### config.mk
export PLATFORM = sky130hd
export DESIGN_NAME = tcdm_pipe_resp
export DESIGN_NICKNAME = d
export VERILOG_FILES = /design/src/rtl/tcdm_pkg.sv /design/src/rtl/tcdm_resp_fifo.sv /design/src/rtl/tcdm_pipe_resp.sv
export SDC_FILE = /design/constraint.sdc
export NUM_CORES = 1
export LEC_CHECK = 0
export ABC_AREA = 1
export CAP_MARGIN = 15
export CORE_AREA = 8 8 179 181
export CTS_CLUSTER_DIAMETER = 150
export DETAILED_ROUTE_END_ITERATION = 8
export DIE_AREA = 0 0 187 189
export GPL_TIMING_DRIVEN = 0
export SYNTH_ARGS = -nofsm -noshare
export SYNTH_HDL_FRONTEND = slang
export SYNTH_SLANG_ARGS = --single-unit
### constraint.sdc
create_clock -name clk_i -period 10.6 [get_ports clk_i]
set_input_delay 3.18 -clock clk_i [delete_from_list [all_inputs] [get_ports clk_i]]
set_output_delay 3.18 -clock clk_i [all_outputs]
set_load 0.01 [all_outputs]
### src/rtl/tcdm_pkg.sv
// Shared types for the TCDM response path: response opcode, response record,
// and the FIFO pointer width helper (one extra wrap bit above the index).
package tcdm_pkg;

    typedef enum logic {
        OPC_STORE = 1'b0,
        OPC_LOAD  = 1'b1
    } opc_e;

    localparam int unsigned TCDM_DW = 32;

    typedef struct packed {
        logic [TCDM_DW-1:0] rdata;
        opc_e               opc;
    } resp_t;

    function automatic int unsigned ptr_w(input int unsigned depth);
        return $clog2(depth) + 1;
    endfunction

endpackage

### src/rtl/tcdm_resp_fifo.sv
// Response FIFO: DEPTH entries of elem_t, registered storage with the head read
// straight from the entry at the read pointer. Wrap bit in the pointers gives full/empty.
module tcdm_resp_fifo
    import tcdm_pkg::*;
#(
    parameter int unsigned DEPTH = 4,
    parameter type elem_t = resp_t,
    localparam int unsigned PW = ptr_w(DEPTH)
) (
    input  logic          clk,
    input  logic          rst,
    input  logic          push,
    input  elem_t         din,
    input  logic          pop,
    output elem_t         dout,
    output logic          full,
    output logic          empty,
    output logic [PW-1:0] count
);

    elem_t         mem [DEPTH];
    logic [PW-1:0] wr_ptr, rd_ptr;
    logic          do_push, do_pop;

    assign do_push = push & ~full;
    assign do_pop  = pop & ~empty;

    always_ff @(posedge clk or posedge rst) begin
        if (rst) begin
            wr_ptr <= '0;
            rd_ptr <= '0;
            for (int i = 0; i < DEPTH; i++) mem[i] <= '0;
        end else begin
            if (do_push) begin
                mem[wr_ptr[PW-2:0]] <= din;
                wr_ptr              <= wr_ptr + PW'(1);
            end
            if (do_pop) rd_ptr <= rd_ptr + PW'(1);
        end
    end

    assign empty = (wr_ptr == rd_ptr);
    assign full  = (wr_ptr[PW-1] != rd_ptr[PW-1]) && (wr_ptr[PW-2:0] == rd_ptr[PW-2:0]);
    assign count = wr_ptr - rd_ptr;
    assign dout  = mem[rd_ptr[PW-2:0]];

endmodule

### src/rtl/tcdm_pipe_resp.sv
// TCDM bank response pipe: tracks granted requests through the fixed SRAM latency,
// buffers responses in order and hands out credits so every issue has a slot.
module tcdm_pipe_resp
    import tcdm_pkg::*;
#(
    parameter int unsigned DATA_WIDTH   = 32,
    parameter int unsigned SRAM_LATENCY = 1,
    parameter int unsigned DEPTH        = 4,
    parameter bit          RESP_STORES  = 1'b1
) (
    input  logic                  clk_i,
    input  logic                  rst_i,
    input  logic                  sram_req_i,
    input  logic                  sram_gnt_i,
    input  logic                  sram_wen_i,
    input  logic [DATA_WIDTH-1:0] sram_rdata_i,
    output logic                  data_r_valid_o,
    output logic [DATA_WIDTH-1:0] data_r_rdata_o,
    output logic                  data_r_opc_o,
    input  logic                  data_r_ready_i,
    output logic                  credit_ok_o,
    output logic                  overflow_o
);

    localparam int unsigned PW = ptr_w(DEPTH);
    localparam int unsigned CW = $clog2(DEPTH + 1);

    typedef struct packed {
        logic [DATA_WIDTH-1:0] rdata;
        opc_e                  opc;
    } resp_w_t;

    logic                    issue, tracked, accept, pop;
    logic [SRAM_LATENCY-1:0] vld_pipe, wen_pipe;
    logic [CW-1:0]           outstanding;
    resp_w_t                 push_data, head;
    logic                    fifo_full, fifo_empty;
    logic [PW-1:0]           fifo_count;

    assign issue   = sram_req_i & sram_gnt_i;
    assign tracked = issue & (sram_wen_i | RESP_STORES);
    assign accept  = tracked & credit_ok_o;
    assign pop     = data_r_valid_o & data_r_ready_i;

    // Credit is decoded from the registered count only, so a pop frees a slot next cycle.
    assign credit_ok_o = (outstanding < CW'(DEPTH));

    always_ff @(posedge clk_i or posedge rst_i) begin
        if (rst_i) begin
            vld_pipe    <= '0;
            wen_pipe    <= '0;
            outstanding <= '0;
            overflow_o  <= 1'b0;
        end else begin
            vld_pipe[0] <= accept;
            wen_pipe[0] <= sram_wen_i;
            for (int i = 1; i < SRAM_LATENCY; i++) begin
                vld_pipe[i] <= vld_pipe[i-1];
                wen_pipe[i] <= wen_pipe[i-1];
            end
            if (tracked && !credit_ok_o) overflow_o <= 1'b1;
            if (accept && !pop)      outstanding <= outstanding + CW'(1);
            else if (!accept && pop) outstanding <= outstanding - CW'(1);
        end
    end

    // Read data is only looked at when a load reaches the last stage; stores push a zero ack.
    assign push_data.rdata = wen_pipe[SRAM_LATENCY-1] ? sram_rdata_i : '0;
    assign push_data.opc   = opc_e'(wen_pipe[SRAM_LATENCY-1]);

    tcdm_resp_fifo #(
        .DEPTH  (DEPTH),
        .elem_t (resp_w_t)
    ) u_fifo (
        .clk   (clk_i),
        .rst   (rst_i),
        .push  (vld_pipe[SRAM_LATENCY-1]),
        .din   (push_data),
        .pop   (pop),
        .dout  (head),
        .full  (fifo_full),
        .empty (fifo_empty),
        .count (fifo_count)
    );

    assign data_r_valid_o = ~fifo_empty;
    assign data_r_rdata_o = head.rdata;
    assign data_r_opc_o   = head.opc;

    always_ff @(posedge clk_i) begin
        if (!rst_i) begin
            assert (!(vld_pipe[SRAM_LATENCY-1] && fifo_full && !pop));
            assert (int'(fifo_count) <= int'(outstanding));
        end
    end

endmodule

==> results of run 1 <==
## logic make-up (layout without fill, tap and decap cells)
family | Yosys count | in the layout | synth area share
AOI/OAI and AO/OA | 100 | 100 | 0.0758
xor gates and xnor gates | 4 | 4 | 0.00488
adders and majority gates | 7 | 7 | 0.0132
muxes | 1 | 1 | 0.00157
buffers and inverters | 124 | 229 | 0.0734
and+or+nand+nor | 532 | 532 | 0.329
DFF | 144 | 144 | 0.502
## worst reg2reg max path: stages (launching register included)
cell and delay, ns:
dfrtp_1 0.38, clkbuf_2 0.23, inv_2 0.20, nand2_1 0.07
nand2_1 0.09, nand3b_1 0.24, nand2_1 0.31, ha_1 0.20
inv_1 0.07, fa_1 0.40, nor2_1 0.14, nor2_1 0.05
nand2_1 0.07, xor2_1 0.15
## layout make-up
cell class                      instances  area (um^2)  share of cell area
Inverter                               41          159              0.0176
Multi-Input combinational cell        644         3050               0.337
Buffer                                 83          373              0.0413
Sequential cell                       144         3600               0.399
Timing Repair Buffer                   74          758              0.0839
Clock buffer                           22          474              0.0525
Tap cell                              390          488              0.0540
Clock inverter                          9          131              0.0145
## state kept, by name, indices dropped and copies added (netlist names)
register       flops
overflow_o         1
u_fifo.mem       132
vld_pipe           1
u_fifo.rd_ptr      3
wen_pipe           1
u_fifo.wr_ptr      3
outstanding        3
## power by group
group,leakage [nW],total [mW],switching (mW),internal (mW)
clock network,0.289,0.628,0.240,0.388
registers,1.73,0.959,0.146,0.813
logic,2.30,1.39,0.868,0.521
## synth_stat cells
library cell and instances:
fa_1 1, ha_1 6, nand2_1 319, nand3_1 8, nand3_4 1, buf_6 3
inv_1 40, buf_1 9, inv_2 1, o21ai_0 66, nand4_1 133, buf_4 2
buf_2 24, clkbuf_2 1, dfrtp_1 144, nand3_2 1, o22ai_1 33, mux2_2 1
xnor2_1 2, clkbuf_1 44, o21bai_1 1, xor2_1 2, nor2_1 69, nand3b_1 1
## metal layers
| metal | track usage | wire [um] | vias up | part of all wire |
|---|---|---|---|---|
| li1 | - | - | 3242 | - |
| met1 | 0.185 | 11000 | 3359 | 0.44 |
| met2 | 0.224 | 11700 | 270 | 0.47 |
| met3 | 0.0269 | 1510 | 46 | 0.061 |
| met4 | 0.0568 | 708 | 0 | 0.028 |
| met5 | 0 | 0 | - | 0 |
## worst max path at each step
| stage | start | end | slack [ns] | depth (start not counted) |
|---|---|---|---|---|
| floorplan | rst_i | outstanding[0] | 3.55 | 1 |
| global placement | rst_i | u_fifo.mem[15] | 1.19 | 2 |
| detailed placement | u_fifo.rd_ptr[0] | data_r_rdata_o[12] | 4.77 | 6 |
| CTS | u_fifo.rd_ptr[0] | data_r_rdata_o[12] | 4.31 | 6 |
| global route | u_fifo.rd_ptr[0] | data_r_rdata_o[12] | 4.12 | 6 |
| finish | u_fifo.rd_ptr[0] | data_r_rdata_o[12] | 4.36 | 6 |
## layout by cell type, fill, tap and decap left out, types with 3 or more instances in the layout
cell	netlist	layout
clkinvlp_4	0	3
buf_2	24	24
o21ai_0	66	66
ha_1	6	6
buf_1	9	9
inv_1	40	39
clkdlybuf4s50_1	0	73
nand4_1	133	133
bufinv_16	0	3
nor2_1	69	69
dfrtp_1	144	144
clkbuf_8	0	3
clkbuf_1	44	46
buf_6	3	3
nand2_1	319	319
clkbuf_16	0	17
nand3_1	8	8
o22ai_1	33	33
## stage by stage
step / cells / hold slack, ns / power, mW / setup WS (ns) / utilization
6_report: 1407 / 0.439 / 2.97 / 4.36 / 0.309
5_1_grt: 1407 / 0.454 / 3.18 / 4.12 / 0.309
4_1_cts: 1407 / 0.442 / 2.98 / 4.31 / 0.309
3_5_place_dp: 1376 / 0.433 / 2.35 / 4.77 / 0.288
3_3_place_gp: 1375 / 0.432 / 2.33 / 1.19 / 0.287
2_1_floorplan: 912 / 0.417 / 1.72 / 3.55 / -
==> qor.yml, run 1 <==
status: "complete, no violations"
die_y_um: 189
drt-total-wl_um: 25000
critical-path-top-delay-family: "buffers and inverters"
worstMarginPinSlew_ns: 0.829
fin_crit_ns: 6.24
fmax_mhz: 160
min-delay-start: "outstanding[2]"
insertion_delay_ns: 0.42
syn_inst: 912
grt_pass1_vias: 6786
ys_seq_area_frac: 0.502
ir_drop_v: 0.000127
cp_data_arrival_time_ns: 3.06
htree_levels: 4
min_path_cells: 1
drv_cap: 0
reg2reg_from: "u_fifo.rd_ptr[1]"
core-area_mm2: 0.0292
min_path_type: "flip-flop to flip-flop"
hold_viol: 0
critical_path.endpoint_type: "output pin"
drc: 0
die_area_mm2: 0.0353
cp_data_required_time_ns: 7.42
post_synth.cell_area_avg_um2: 7.87
drive_gt1_frac: 0.0639
vias: 6917
antenna_cells: 0
overflow: 0
place.gp.congestion: 0.808
synth_area_leader_cell: "dfrtp_1"
portBuffers: 73
placementRows: 63
clock-sinks: 144
rrSetupSlack_ns: 7.92
pin_count: 74
netlist.area_leader.share: 0.502
post-route-period-util: 0.588
dpl_cell_area_mm2: 0.00843
cts_inserted_buffers: 17
reg2reg_depth: 13
nets: 1050
rr_endpoint: "outstanding[2]"
whs_endpoint: "vld_pipe"
cts_resized: 0
final_cell_area_mm2: 0.00904
initial_utilization: 0.245
first_pass_iters: 5
ys_ff_latch: 144
netlist_area_mm2: 0.00718
via_per_inst: 4.92
die_x_um: 187
wl_per_cell_um: 17.7
cpMaxStageDelayCell: "clkdlybuf4s50_1"
synthDistinctLibCells: 24
crit_path_frequent_cell: "clkbuf_1"
antenna_left: 0
grt_pass1_wl_um: 39100
path_cells: "inv_1 -> clkbuf_1 -> clkbuf_1 -> nor2_1 -> o22ai_1 -> clkdlybuf4s50_1"
netlist_top_cells_area: "dfrtp_1, nand2_1, nand4_1"
path_clk_slew_ns: 0.06
synth_fp_nets: 957
areaGrowthSynthToFinish_pct: 25.9
finalMaxSlewViolations: 0
hold_buffers: 0
critPathKind: "flip-flop to output pin"
cts_tree: "done"
drt_iter0_markers: 578
fillCellCount: 3089
p_leak_nw: 4.32
yosysWarnings: 0
critical_path_peak_fanout: 10
fin_tns_setup_ns: 0
antenna_found_initial: 0
track_usage: 0.140
setup_viol_count_final: 0
postCtsSetupRepairBufs: 0
startpoint_type: "flip-flop"
slowest_delay_ns: 0.60
skew_ns: 0.00987
hpwl_um: 17000
powerDensity_mw_per_mm2: 329
rsz0062_at_grt: "no"
slew_headroom: 0.447
clock_path_buffers: 2
crit_buf_inv: 4
ctsRootBufferMaster: "clkbuf_16"
grt_max_degree: 86
Power figures use the tool's default switching activity.
==> inputs of run 2 (changes only) <==
==> constraint.sdc (replaced) <==
create_clock -name clk_i -period 6.1 [get_ports clk_i]
set_input_delay 1.83 -clock clk_i [delete_from_list [all_inputs] [get_ports clk_i]]
set_output_delay 1.83 -clock clk_i [all_outputs]
set_load 0.01 [all_outputs]
==> results of run 2 <==
Same layout as run 1 (identical final DEF). Status: complete, no violations.
Main changes from that run: setup slack after placement 4.77 ns -> 1.62 ns; setup slack after layout 4.36 ns -> 1.21 ns; register-to-register setup slack 7.92 ns -> 3.42 ns; total power 2.97 mW -> 5.17 mW; worst IR drop on VDD 0.000127 V -> 0.000221 V
==> inputs of run 3 (changes only) <==
==> constraint.sdc (replaced) <==
create_clock -name clk_i -period 4.27 [get_ports clk_i]
set_input_delay 1.281 -clock clk_i [delete_from_list [all_inputs] [get_ports clk_i]]
set_output_delay 1.281 -clock clk_i [all_outputs]
set_load 0.01 [all_outputs]
==> qor.yml, run 3 (synthesis gave the netlist of run 1 again) <==
drive_gt1_frac: 0.0668  # +0.00288
path_clk_slew_ns: 0.06  # about the same
hold_buffers: 0  # unchanged
largest_register_ffs: 132  # unchanged
cp_data_arrival_time_ns: 2.80  # -0.26 ns
dpl_cell_area_mm2: 0.00846  # +0.37%
fillCellCount: 3120  # +1.0%
status: "complete, no violations"
postCtsSetupRepairBufs: 0  # unchanged
hold_viol: 0  # unchanged
antenna_left: 0  # unchanged
hold_slack_ns: 0.443  # +0.00446 ns
critical_path_peak_fanout: 13  # +3
drt_iter0_markers: 571  # -1.2%
rrSetupSlack_ns: 1.70
ctsRootBufferMaster: "clkbuf_16"
final_cell_area_mm2: 0.00897  # -0.71%
antenna_cells: 0  # unchanged
setup.worst_path.start: "u_fifo.rd_ptr[0]"
setup_viol_count_final: 0  # unchanged
reg2reg_depth: 13  # unchanged
rr_endpoint: "outstanding[2]"
clock-sinks: 144  # unchanged
areaGrowthSynthToFinish_pct: 25.0
place.gp.congestion: 0.822  # +1.8%
drt-total-wl_um: 25000  # +0.21%
fmax_mhz: 245
die_y_um: 189  # unchanged
final_common_cell: "nand2_1"
min-delay-start: "outstanding[2]"
worstMarginPinSlew_ns: 0.869  # +0.0401 ns
first_pass_iters: 5  # unchanged
cts_inserted_buffers: 17  # unchanged
drv_cap: 0  # unchanged
rsz0062_at_grt: "no"
top_register: "u_fifo.mem"
core-area_mm2: 0.0292  # unchanged
powerDensity_mw_per_mm2: 798
via_per_inst: 4.91  # -0.16%
vias: 6911  # -0.087%
track_usage: 0.144  # +0.00306
fin_crit_ns: 4.08
p_leak_nw: 4.30  # -0.31%
crit_end: "data_r_rdata_o[21]"
placementRows: 63  # unchanged
cts_tree: "done"
antenna_found_initial: 0  # unchanged
initial_utilization: 0.245  # unchanged
grt_max_degree: 41  # -52%
cts_resized: 2  # +2
startpoint_type: "flip-flop"
clock_path_buffers: 2  # unchanged
ir_drop_v: 0.000301
reg2reg_from: "u_fifo.rd_ptr[1]"
pin_count: 74  # unchanged
slew_headroom: 0.419  # -0.0279
htree_levels: 4  # unchanged
insertion_delay_ns: 0.43  # about the same
grt_pass1_vias: 6898  # +1.7%
placed_cells: 1378  # +0.15%
nets: 1051  # +0.095%
post-route-period-util: 0.955
cp_data_required_time_ns: 2.99
hpwl_um: 17200  # +1.7%
skew_ns: 0.00995  # +0.0000766 ns
multi_input_area_mm2: 0.00305  # unchanged
grt_pass1_wl_um: 39900  # +2.0%
portBuffers: 73  # unchanged
min_path_type: "flip-flop to flip-flop"
overflow: 0  # unchanged
final_cell_mix: "nand2_1, dfrtp_1, nand4_1, clkdlybuf4s50_1, nor2_1"
die_x_um: 187  # unchanged
die_area_mm2: 0.0353  # unchanged
drc: 0  # unchanged
finalMaxSlewViolations: 0  # unchanged
regArea_mm2: 0.00360  # unchanged
fin_cells: 1408  # +0.071%
wl_per_cell_um: 17.8  # +0.14%
critPathKind: "flip-flop to output pin"
critical_path.endpoint_type: "output pin"
## run 3: worst min path at each step
stage,to,slack (ns),depth (start not counted)
2_1_floorplan,vld_pipe,0.42,1
3_3_place_gp,vld_pipe,0.43,1
3_5_place_dp,vld_pipe,0.44,1
4_1_cts,vld_pipe,0.45,1
5_1_grt,u_fifo.mem[44],0.48,2
6_report,vld_pipe,0.44,1
## run 3: per-layer routing
metal	track usage	up-vias	part of all wire
met1	0.194	3352	0.45
met2	0.226	273	0.47
met3	0.0272	39	0.061
met5	0	-	0
met4	0.0519	0	0.024
li1	-	3247	-
## run 3: power breakdown
part	internal (mW)	leakage (nW)	switching (mW)
sequential	2.02	1.73	0.361
clock	0.763	0.253	0.561
combinational	1.30	2.32	2.16
## run 3: metrics by stage
stage	setup slack (ns)	utilization	setup TNS, ns	total power [mW]
after floorplan	1.18	-	0	4.26
after detailed placement	0.328	0.289	0	5.85
after global placement	-0.262	0.287	-35.95	5.78
after CTS	0.0972	0.307	0	7.19
final	0.192	0.307	0	7.16
after global routing	0.0307	0.307	0	7.68
## run 3: worst max-delay path: stages, from the launching register on
cell	delay, ns
dfrtp_1	0.46
inv_1	0.44
clkbuf_1	0.49
nor2_1	0.08
o22ai_1	0.30
clkdlybuf4s50_1	0.60
## run 3: area by class of cell
class | count | area share
Buffer | 82 | 0.0417
Clock buffer | 24 | 0.0526
Clock inverter | 7 | 0.00418
Inverter | 41 | 0.0176
Multi-Input combinational cell | 644 | 0.340
Sequential cell | 144 | 0.402
Tap cell | 390 | 0.0544
Timing Repair Buffer | 76 | 0.0881
